## config.mk

```make
export PLATFORM = sky130hd
export DESIGN_NAME = program_loader
export DESIGN_NICKNAME = d
export VERILOG_FILES = /design/src/rtl/program_loader.sv
export SDC_FILE = /design/constraint.sdc
export NUM_CORES = 1
export LEC_CHECK = 0
export ABC_AREA = 0
export BUFFER_PORTS_ARGS = -buffer_cell sky130_fd_sc_hd__buf_2
export CORE_MARGIN = 2
export CORE_UTILIZATION = 45
export DETAILED_ROUTE_END_ITERATION = 10
export HOLD_SLACK_MARGIN = 0.05
export PLACE_DENSITY = 0.8
export SKIP_LAST_GASP = 1
export SLEW_MARGIN = 40
export SYNTH_ARGS = -nofsm -noshare
export SYNTH_HDL_FRONTEND = slang
export SYNTH_SLANG_ARGS = --single-unit
```

## constraint.sdc

```tcl
create_clock -name clk -period 2 [get_ports clk]
set_input_delay 0.1 -clock clk [delete_from_list [all_inputs] [get_ports clk]]
set_output_delay 0.1 -clock clk [all_outputs]
set_load 0.03 [all_outputs]
```

## src/rtl/program_loader.sv

```systemverilog
// program_loader: turns a host byte stream into instruction-memory, data-memory
// and register-file writes for the pipeline core, and owns the core's reset.
// Packets: {cmd, addr, d0, d1} for writes (cmd 00/01/02); single-byte RUN (03)
// and HALT (07). Any other command byte raises the sticky err flag.
module program_loader #(
  parameter int IMEM_DEPTH = 16,
  parameter int DMEM_DEPTH = 16,
  parameter int NREGS      = 8,
  localparam int IAW = $clog2(IMEM_DEPTH),
  localparam int DAW = $clog2(DMEM_DEPTH)
) (
  input  logic           clk,
  input  logic           rst,
  input  logic [7:0]     in_data,
  input  logic           in_valid,
  output logic           in_ready,
  output logic           imem_we,
  output logic [IAW-1:0] imem_addr,
  output logic [8:0]     imem_wdata,
  output logic           dmem_we,
  output logic [DAW-1:0] dmem_addr,
  output logic [7:0]     dmem_wdata,
  output logic           rf_we,
  output logic [2:0]     rf_addr,
  output logic [7:0]     rf_wdata,
  output logic           cpu_rst,
  output logic           err,
  output logic [7:0]     write_count
);

  typedef enum logic [2:0] {
    S_IDLE,
    S_ADDR,
    S_D0,
    S_D1,
    S_COMMIT
  } state_t;

  state_t     state_q, state_d;
  logic       accept;
  logic       addr_ok;
  logic [1:0] cmd_q;
  logic [7:0] addr_q;
  logic [7:0] d0_q;

  // Ready everywhere except the single COMMIT cycle, and never while in reset.
  assign in_ready = !rst && (state_q != S_COMMIT);
  assign accept   = in_valid && in_ready;

  // Address range check for the packet currently being assembled.
  always_comb begin
    addr_ok = 1'b0;
    case (cmd_q)
      2'd0:    addr_ok = int'(addr_q) < IMEM_DEPTH;
      2'd1:    addr_ok = int'(addr_q) < DMEM_DEPTH;
      2'd2:    addr_ok = int'(addr_q) < NREGS;
      default: addr_ok = 1'b0;
    endcase
  end

  // State register.
  always_ff @(posedge clk) begin
    if (rst) state_q <= S_IDLE;
    else     state_q <= state_d;
  end

  // Next-state: advance on each accepted byte; COMMIT always lasts one cycle.
  always_comb begin
    state_d = state_q;
    case (state_q)
      S_IDLE:   if (accept && (in_data <= 8'h02)) state_d = S_ADDR;
      S_ADDR:   if (accept) state_d = S_D0;
      S_D0:     if (accept) state_d = S_D1;
      S_D1:     if (accept) state_d = S_COMMIT;
      S_COMMIT: state_d = S_IDLE;
      default:  state_d = S_IDLE;
    endcase
  end

  // Packet capture, write strobes, core reset, error flag and write counter.
  // The strobe is registered on the edge that accepts d1, so it is high
  // exactly during the COMMIT cycle; d1 is taken straight from in_data.
  always_ff @(posedge clk) begin
    if (rst) begin
      cmd_q       <= '0;
      addr_q      <= '0;
      d0_q        <= '0;
      imem_we     <= 1'b0;
      imem_addr   <= '0;
      imem_wdata  <= '0;
      dmem_we     <= 1'b0;
      dmem_addr   <= '0;
      dmem_wdata  <= '0;
      rf_we       <= 1'b0;
      rf_addr     <= '0;
      rf_wdata    <= '0;
      cpu_rst     <= 1'b1;
      err         <= 1'b0;
      write_count <= '0;
    end else begin
      imem_we <= 1'b0;
      dmem_we <= 1'b0;
      rf_we   <= 1'b0;
      if (accept) begin
        case (state_q)
          S_IDLE: begin
            case (in_data)
              8'h00, 8'h01, 8'h02: cmd_q <= in_data[1:0];
              8'h03:               cpu_rst <= 1'b0;
              8'h07: begin
                cpu_rst <= 1'b1;
                err     <= 1'b0;
              end
              default:             err <= 1'b1;
            endcase
          end
          S_ADDR: addr_q <= in_data;
          S_D0:   d0_q   <= in_data;
          S_D1: begin
            // Writes are refused while the core runs or when out of range.
            if (!cpu_rst || !addr_ok) begin
              err <= 1'b1;
            end else begin
              write_count <= write_count + 8'd1;
              case (cmd_q)
                2'd0: begin
                  imem_we    <= 1'b1;
                  imem_addr  <= addr_q[IAW-1:0];
                  imem_wdata <= {in_data[0], d0_q};
                end
                2'd1: begin
                  dmem_we    <= 1'b1;
                  dmem_addr  <= addr_q[DAW-1:0];
                  dmem_wdata <= d0_q;
                end
                default: begin
                  rf_we    <= 1'b1;
                  rf_addr  <= addr_q[2:0];
                  rf_wdata <= d0_q;
                end
              endcase
            end
          end
          default: ;
        endcase
      end
    end
  end

endmodule

```

==> results of run 1 <==
## worst register-to-register path, stage by stage (launching register included)
cell,delay [ns]
sky130_fd_sc_hd__dfxtp_1,0.40
sky130_fd_sc_hd__nor4bb_1,0.23
sky130_fd_sc_hd__buf_4,0.20
sky130_fd_sc_hd__nand4_4,0.20
sky130_fd_sc_hd__or3_1,0.40
sky130_fd_sc_hd__a21oi_1,0.14
## sequential cells by signal, summed over array words and instances, names as in the netlist, 2 cells and up
| signal | flops |
|---|---|
| rf_wdata | 8 |
| dmem_addr | 4 |
| dmem_wdata | 8 |
| imem_wdata | 9 |
| imem_addr | 4 |
| write_count | 8 |
| cmd_q | 2 |
| addr_q | 8 |
| state_q | 3 |
| rf_addr | 3 |
| d0_q | 8 |
## metrics by stage
step                      power, uW  std cells  hold slack (ns)  setup WS, ns  instance area, um2
after floorplan                1460        266            0.244         0.404                2700
after global placement         1490        393            0.376         0.417                3080
after detailed placement       1490        393            0.388         0.370                3080
after CTS                      2580        411           0.0505         0.183                3290
after global routing           2650        411           0.0607         0.109                3290
final                          2560        411           0.0554         0.177                3290
## placed cells by master (no fill, tap or decap), types with 2 or more instances in the layout
cell / n
sky130_fd_sc_hd__clkinv_2: 2
sky130_fd_sc_hd__xor2_1: 2
sky130_fd_sc_hd__and3b_1: 2
sky130_fd_sc_hd__inv_1: 4
sky130_fd_sc_hd__o21ai_0: 6
sky130_fd_sc_hd__dfxtp_1: 70
sky130_fd_sc_hd__nor3b_1: 2
sky130_fd_sc_hd__nand4_1: 6
sky130_fd_sc_hd__a211oi_1: 2
sky130_fd_sc_hd__dlygate4sd3_1: 3
sky130_fd_sc_hd__mux2i_1: 55
sky130_fd_sc_hd__nand2_1: 3
sky130_fd_sc_hd__nor2b_1: 3
sky130_fd_sc_hd__buf_4: 7
sky130_fd_sc_hd__nand3_1: 2
sky130_fd_sc_hd__buf_2: 60
sky130_fd_sc_hd__a21oi_1: 8
sky130_fd_sc_hd__and2_1: 3
sky130_fd_sc_hd__or3_1: 7
sky130_fd_sc_hd__nor2_1: 58
sky130_fd_sc_hd__clkinvlp_4: 2
sky130_fd_sc_hd__clkbuf_8: 9
## cell families after synthesis
| kind of cell | after synthesis | synth area share [%] |
|---|---|---|
| flops | 70 | 51.9 |
| xor+xnor | 2 | 0.649 |
| compound gates | 20 | 4.26 |
| mux | 55 | 20.4 |
| buf+inv | 19 | 3.24 |
| simple gates | 99 | 19.1 |
| fa+ha+maj | 1 | 0.463 |
## how the worst max path moves through the flow
stage                     slack, ns        endpoint  cells after the start
after CTS                      0.18      state_q[0]                      6
after floorplan                0.40    dmem_addr[0]                      5
after detailed placement       0.37  write_count[6]                      5
after global routing           0.11      state_q[0]                      6
final                          0.18      state_q[0]                      6
after global placement         0.42  write_count[4]                      5
## power by group through the flow
stage | Sequential, uW | Clock (uW) | Combinational, uW
floorplan | 1430 | 0 | 31.4
global placement | 1430 | 0 | 63.1
detailed placement | 1430 | 0 | 64.1
CTS | 1400 | 1110 | 69.0
global route | 1400 | 1180 | 75.1
finish | 1400 | 1090 | 69.7
## routing by layer
metal / wire length [um] / track usage [%] / vias to the layer above
met5: 0 / 0 / -
met1: 2690 / 23.4 / 1025
met2: 2650 / 26.1 / 44
li1: - / - / 1050
met4: 83 / 8.47 / 0
met3: 253 / 5.82 / 6
## cell type report
type	instances	area, um2
inverters	4	15.0
clock buffers	9	124
fillers	475	2560
flip-flops and latches	70	1400
repair buffers	70	383
multi-input cells	177	1210
clock inverters	6	63.8
well taps	75	93.8
==> results.cfg, run 1 <==
[run_status]
status = finished clean

[floorplanning]
die_height_um = 81.5
floorplan.initialDensity_pct = 46.2
die_w_um = 81.5
io_pins = 61
floorplan.rows = 28
dieArea_mm2 = 0.00664
fp.coreArea_mm2 = 0.00585

[synthesis]
synth_enable_flop_cells = 0
synth_ff_type = sky130_fd_sc_hd__dfxtp_1
synth_area_mm2 = 0.00270
netlist_instances = 266
yosys_warnings = 0
synth-seq-area-share_pct = 51.9
yosys.cell_count.top_type = sky130_fd_sc_hd__dfxtp_1
netlist_top_cells_count = sky130_fd_sc_hd__dfxtp_1 (70), sky130_fd_sc_hd__nor2_1 (58), sky130_fd_sc_hd__mux2i_1 (55)
yosysUniqueCellTypes = 38
synthArstFlopShare_pct = 0
syn_avg_cell_area_um2 = 10.2
yosys.area.top_type_share_pct = 51.9
flip_flop_and_latch_count_after_synthesis = 70
synth.net_count = 278
synth_area_leaders = sky130_fd_sc_hd__dfxtp_1 (52%), sky130_fd_sc_hd__mux2i_1 (20%), sky130_fd_sc_hd__nor2_1 (8.1%)
synthDominantAreaCellType = sky130_fd_sc_hd__dfxtp_1

[setup_path]
criticalPathCategory = input port to register
crit_slowest_cell = sky130_fd_sc_hd__dlygate4sd3_1
rrSetupSlack_ns = 0.36
launching_point_of_the_worst_reg2reg_path = state_q[0]
max_stage_delay_ns = 0.54
endpoint_type_of_the_worst_setup_path = register
worstPathBufferInverterCount = 2
arrival_ns = 2.08
required_ns = 2.25
start_kind = input port
max_fo_critical_path = 4
cp-startpoint = in_data[4]
cell_class_contributing_the_biggest_share_of_worst_path_delay = simple AND/OR/NAND/NOR gates
cells_along_the_critical_path = dlygate4sd3_1 -> buf_2 -> nor4_1 -> a21oi_1 -> or3b_2 -> a211oi_1
r2r_end = write_count[7]
worst_r2r_path_depth = 5

[timing]
fmaxAchievable_mhz = 548
final.setup.tns_ns = 0
worst_pin_slew_ns = 0.572
finalWorstPathRequiredPeriod_ns = 1.82
worst_clock_skew_ns = 0.0141
max-slew-margin-rel_pct = 61.9
final_hold_viol_count = 0
final-setup-viol-count = 0
final-max-slew-violation-count = 0
rsz0062_at_grt = false
fraction_of_the_cycle_the_final_worst_path_needs_pct = 91.2

[global_routing]
antenna_found_initial = 0
grt_pass1_vias = 1831
first_pass_grt_wire_length_um = 8760
grt_start_max_net_pins = 59
gr-usage-all-layers_pct = 17.7
gr-total-overflow = 0

[pwr]
seq_power_share_pct = 54.6
power_density_over_cell_area_mw_per_mm2 = 777
vdd_ir_drop_max_v = 0.000414
combPwrFrac_pct = 2.7
internal_power_uw = 1980
power_leakage_uw = 0.00174
power.net_switching_uw = 576
pwr-share-clk_pct = 42.7
p_sw_share_pct = 22.5

[cts]
cts_root_buffer = sky130_fd_sc_hd__clkbuf_8
cts.hold.buffers_added = 3
clock_sinks = 70
insertion_delay_ns = 0.35
postCtsSetupBuffers = 0
cts.path.max_buffers = 2
cts_tree = built
cts.repair.resized = 0
cts_max_level = 3
clk_pin_slew_worst_paths_ns = 0.07
cts-buffers-inserted = 9

[cells_and_area]
finalNetCount = 344
count_of_inserted_antenna_diode_cells = 0
final_core_utilization_pct = 56.3
layout-drive-gt1-share_pct = 25.9
area_growth_syn_to_layout_pct = 21.9

[min_path]
whs_path_depth = 3
hold_path_end = addr_q[7]
holdCritStartpoint = in_data[7]
class_of_the_most_critical_hold_timing_path = input port to register

[place]
port_buffers = 60
hpwl_um = 3840
gpl.final_weighted_congestion = 0.816

[routing]
vias = 2125
detail_route.first_pass.iterations = 4
first_iter_violations = 80
avgViaCountPerCell = 5.17
drt-wirelength-per-cell_um = 13.8
postRouteAntennaNets = 0
drt-total-wl_um = 5670
route.detailed.drc = 0

[run]
timing.max_cap.violations = 0
Note: power is estimated with default switching activity, not from simulation.
==> inputs of run 2 (changes only) <==
Settings changed: BUFFER_PORTS_ARGS -buffer_cell sky130_fd_sc_hd__buf_2 to not set, DONT_BUFFER_PORTS set to 1, PLACE_DENSITY 0.8 to 0.72, RECOVER_POWER set to 25.
==> run 2 against run 1 <==
  * Clock power up 5%
  * Flip-flop and latch count did not move
  * First-iteration DRC count is 15% higher
  * Combinational power decreased by 6.7%
  * Sequential power about the same
  * Total power is 1.7% higher
  * Global-route usage is 0.21 points lower
  * Via count is 10% lower
  * Routed wire length fell by 2.3%
  * Highest routed layer unchanged
==> results.cfg, run 2 (synthesis results as in run 1) <==
[timing]
layout_setup_ws_ns = 0.298
final_hold_viol_count = 0
final-setup-viol-count = 0
hold-worst-slack_ns = 0.0710
finalWorstPathRequiredPeriod_ns = 1.70
rsz0062_at_grt = false
worst_clock_skew_ns = 0.00853
worst_pin_slew_ns = 0.507
max-slew-margin-rel_pct = 66.2
final-max-slew-violation-count = 0
fmaxAchievable_mhz = 588
final.setup.tns_ns = 0
fraction_of_the_cycle_the_final_worst_path_needs_pct = 85.1

[cts]
clock_sinks = 70
clk_pin_slew_worst_paths_ns = 0.08
cts.path.max_buffers = 2
cts-buffers-inserted = 9
cts_max_level = 3
cts_tree = built
postCtsSetupBuffers = 0
cts_root_buffer = sky130_fd_sc_hd__clkbuf_8
insertion_delay_ns = 0.34
cts.repair.resized = 0
cts.hold.buffers_added = 10

[run_status]
status = finished clean

[cells_and_area]
registers.top_by_ff_count = imem_wdata
finalNetCount = 298
area_growth_syn_to_layout_pct = 16.2
most-common-layout-cells = sky130_fd_sc_hd__dfxtp_1 (70), sky130_fd_sc_hd__nor2_1 (58), sky130_fd_sc_hd__mux2i_1 (55)
layout-drive-gt1-share_pct = 11.7
largest_reg_flops = 9
fillerInstances = 518
mostFrequentLayoutCell = sky130_fd_sc_hd__dfxtp_1
count_of_inserted_antenna_diode_cells = 0

[routing]
avgViaCountPerCell = 5.22
route.detailed.drc = 0
vias = 1912
postRouteAntennaNets = 0
drt-wirelength-per-cell_um = 15.1
detail_route.first_pass.iterations = 5
first_iter_violations = 92
drt-total-wl_um = 5540

[global_routing]
antenna_found_initial = 0
grt_start_max_net_pins = 66
gr-usage-all-layers_pct = 17.5
gr-total-overflow = 0
first_pass_grt_wire_length_um = 8670
grt_pass1_vias = 1761

[setup_path]
crit_slowest_cell = sky130_fd_sc_hd__or3_1
arrival_ns = 1.97
endpoint_type_of_the_worst_setup_path = register
worstPathBufferInverterCount = 1
max_fo_critical_path = 14
criticalPathCategory = register to register
max_stage_delay_ns = 0.41
start_kind = register
cell_class_contributing_the_biggest_share_of_worst_path_delay = simple AND/OR/NAND/NOR gates
cells_along_the_critical_path = nor4bb_1 -> buf_4 -> nand4_4 -> or3_1 -> a21oi_1
required_ns = 2.27

[floorplanning]
floorplan.rows = 28
die_height_um = 81.5
dieArea_mm2 = 0.00664
fp.coreArea_mm2 = 0.00585
io_pins = 61
floorplan.initialDensity_pct = 46.2
die_w_um = 81.5

[place]
place_ws_ns = 0.327
port_buffers = 0
hpwl_um = 3600
gpl.final_weighted_congestion = 0.824

[pwr]
vdd_ir_drop_max_v = 0.000474
power_leakage_uw = 0.00149
power_density_over_cell_area_mw_per_mm2 = 829

[min_path]
class_of_the_most_critical_hold_timing_path = input port to register

[run]
timing.max_cap.violations = 0
run 2: changes by cell type in the layout (fill, tap and decap cells not counted), moves of 2 or more:
cell,delta
sky130_fd_sc_hd__buf_4,+6
sky130_fd_sc_hd__clkbuf_1,+2
sky130_fd_sc_hd__clkinv_2,-2
sky130_fd_sc_hd__buf_2,-60
sky130_fd_sc_hd__inv_6,+2
sky130_fd_sc_hd__dlygate4sd3_1,+6
run 2: worst paths after layout:
check                                start             end  slack (ns)  cells after the start
worst max register to register  state_q[0]  write_count[4]        0.30                      5
worst min-delay path            in_data[3]             err        0.07                      3
worst max-delay path            state_q[0]  write_count[4]        0.30                      5
worst min register to register  state_q[2]      state_q[0]        0.52                      1
run 2: where the power goes:
group | switching, uW | internal [uW] | leakage (uW)
sequential | 4.42 | 1390 | 0.000564
clock | 553 | 585 | 0.0000895
combinational | 37.5 | 27.5 | 0.000834
run 2: area by class of cell:
type | count | area (um2) | area share [%]
clock buffer | 10 | 128 | 4.07
clock inverter | 6 | 70.1 | 2.23
inverter | 4 | 15.0 | 0.478
multi-input combinational | 177 | 1210 | 38.6
sequential | 70 | 1400 | 44.6
tap | 75 | 93.8 | 2.99
timing repair buffer | 24 | 219 | 6.97
run 2: layer usage:
layer  share of wire (%)  vias to the layer above  global-route usage, %  routed length [um]
met5                   0                        -                      0                   0
met4                 1.0                        0                   8.31                  57
met3                 5.0                        4                   6.04                 279
met2                  48                       41                   26.1                2630
met1                  46                      902                   22.7                2570
li1                    -                      965                      -                   -
run 2: per-stage QoR:
stage          utilization [%]  cells  power [uW]  area, um2
3_5_place_dp              48.3    340        1450       2830
2_1_floorplan                -    266        1460       2700
6_report                  53.7    366        2600       3140
5_1_grt                   53.7    366        2710       3140
3_3_place_gp              48.3    340        1450       2830
4_1_cts                   53.7    366        2620       3140
run 2: worst register-to-register path: stages, from the launching register on:
cell and delay, ns:
sky130_fd_sc_hd__dfxtp_1 0.40, sky130_fd_sc_hd__nor4bb_1 0.32, sky130_fd_sc_hd__buf_4 0.18, sky130_fd_sc_hd__nand4_4 0.18
sky130_fd_sc_hd__or3_1 0.41, sky130_fd_sc_hd__a21oi_1 0.14
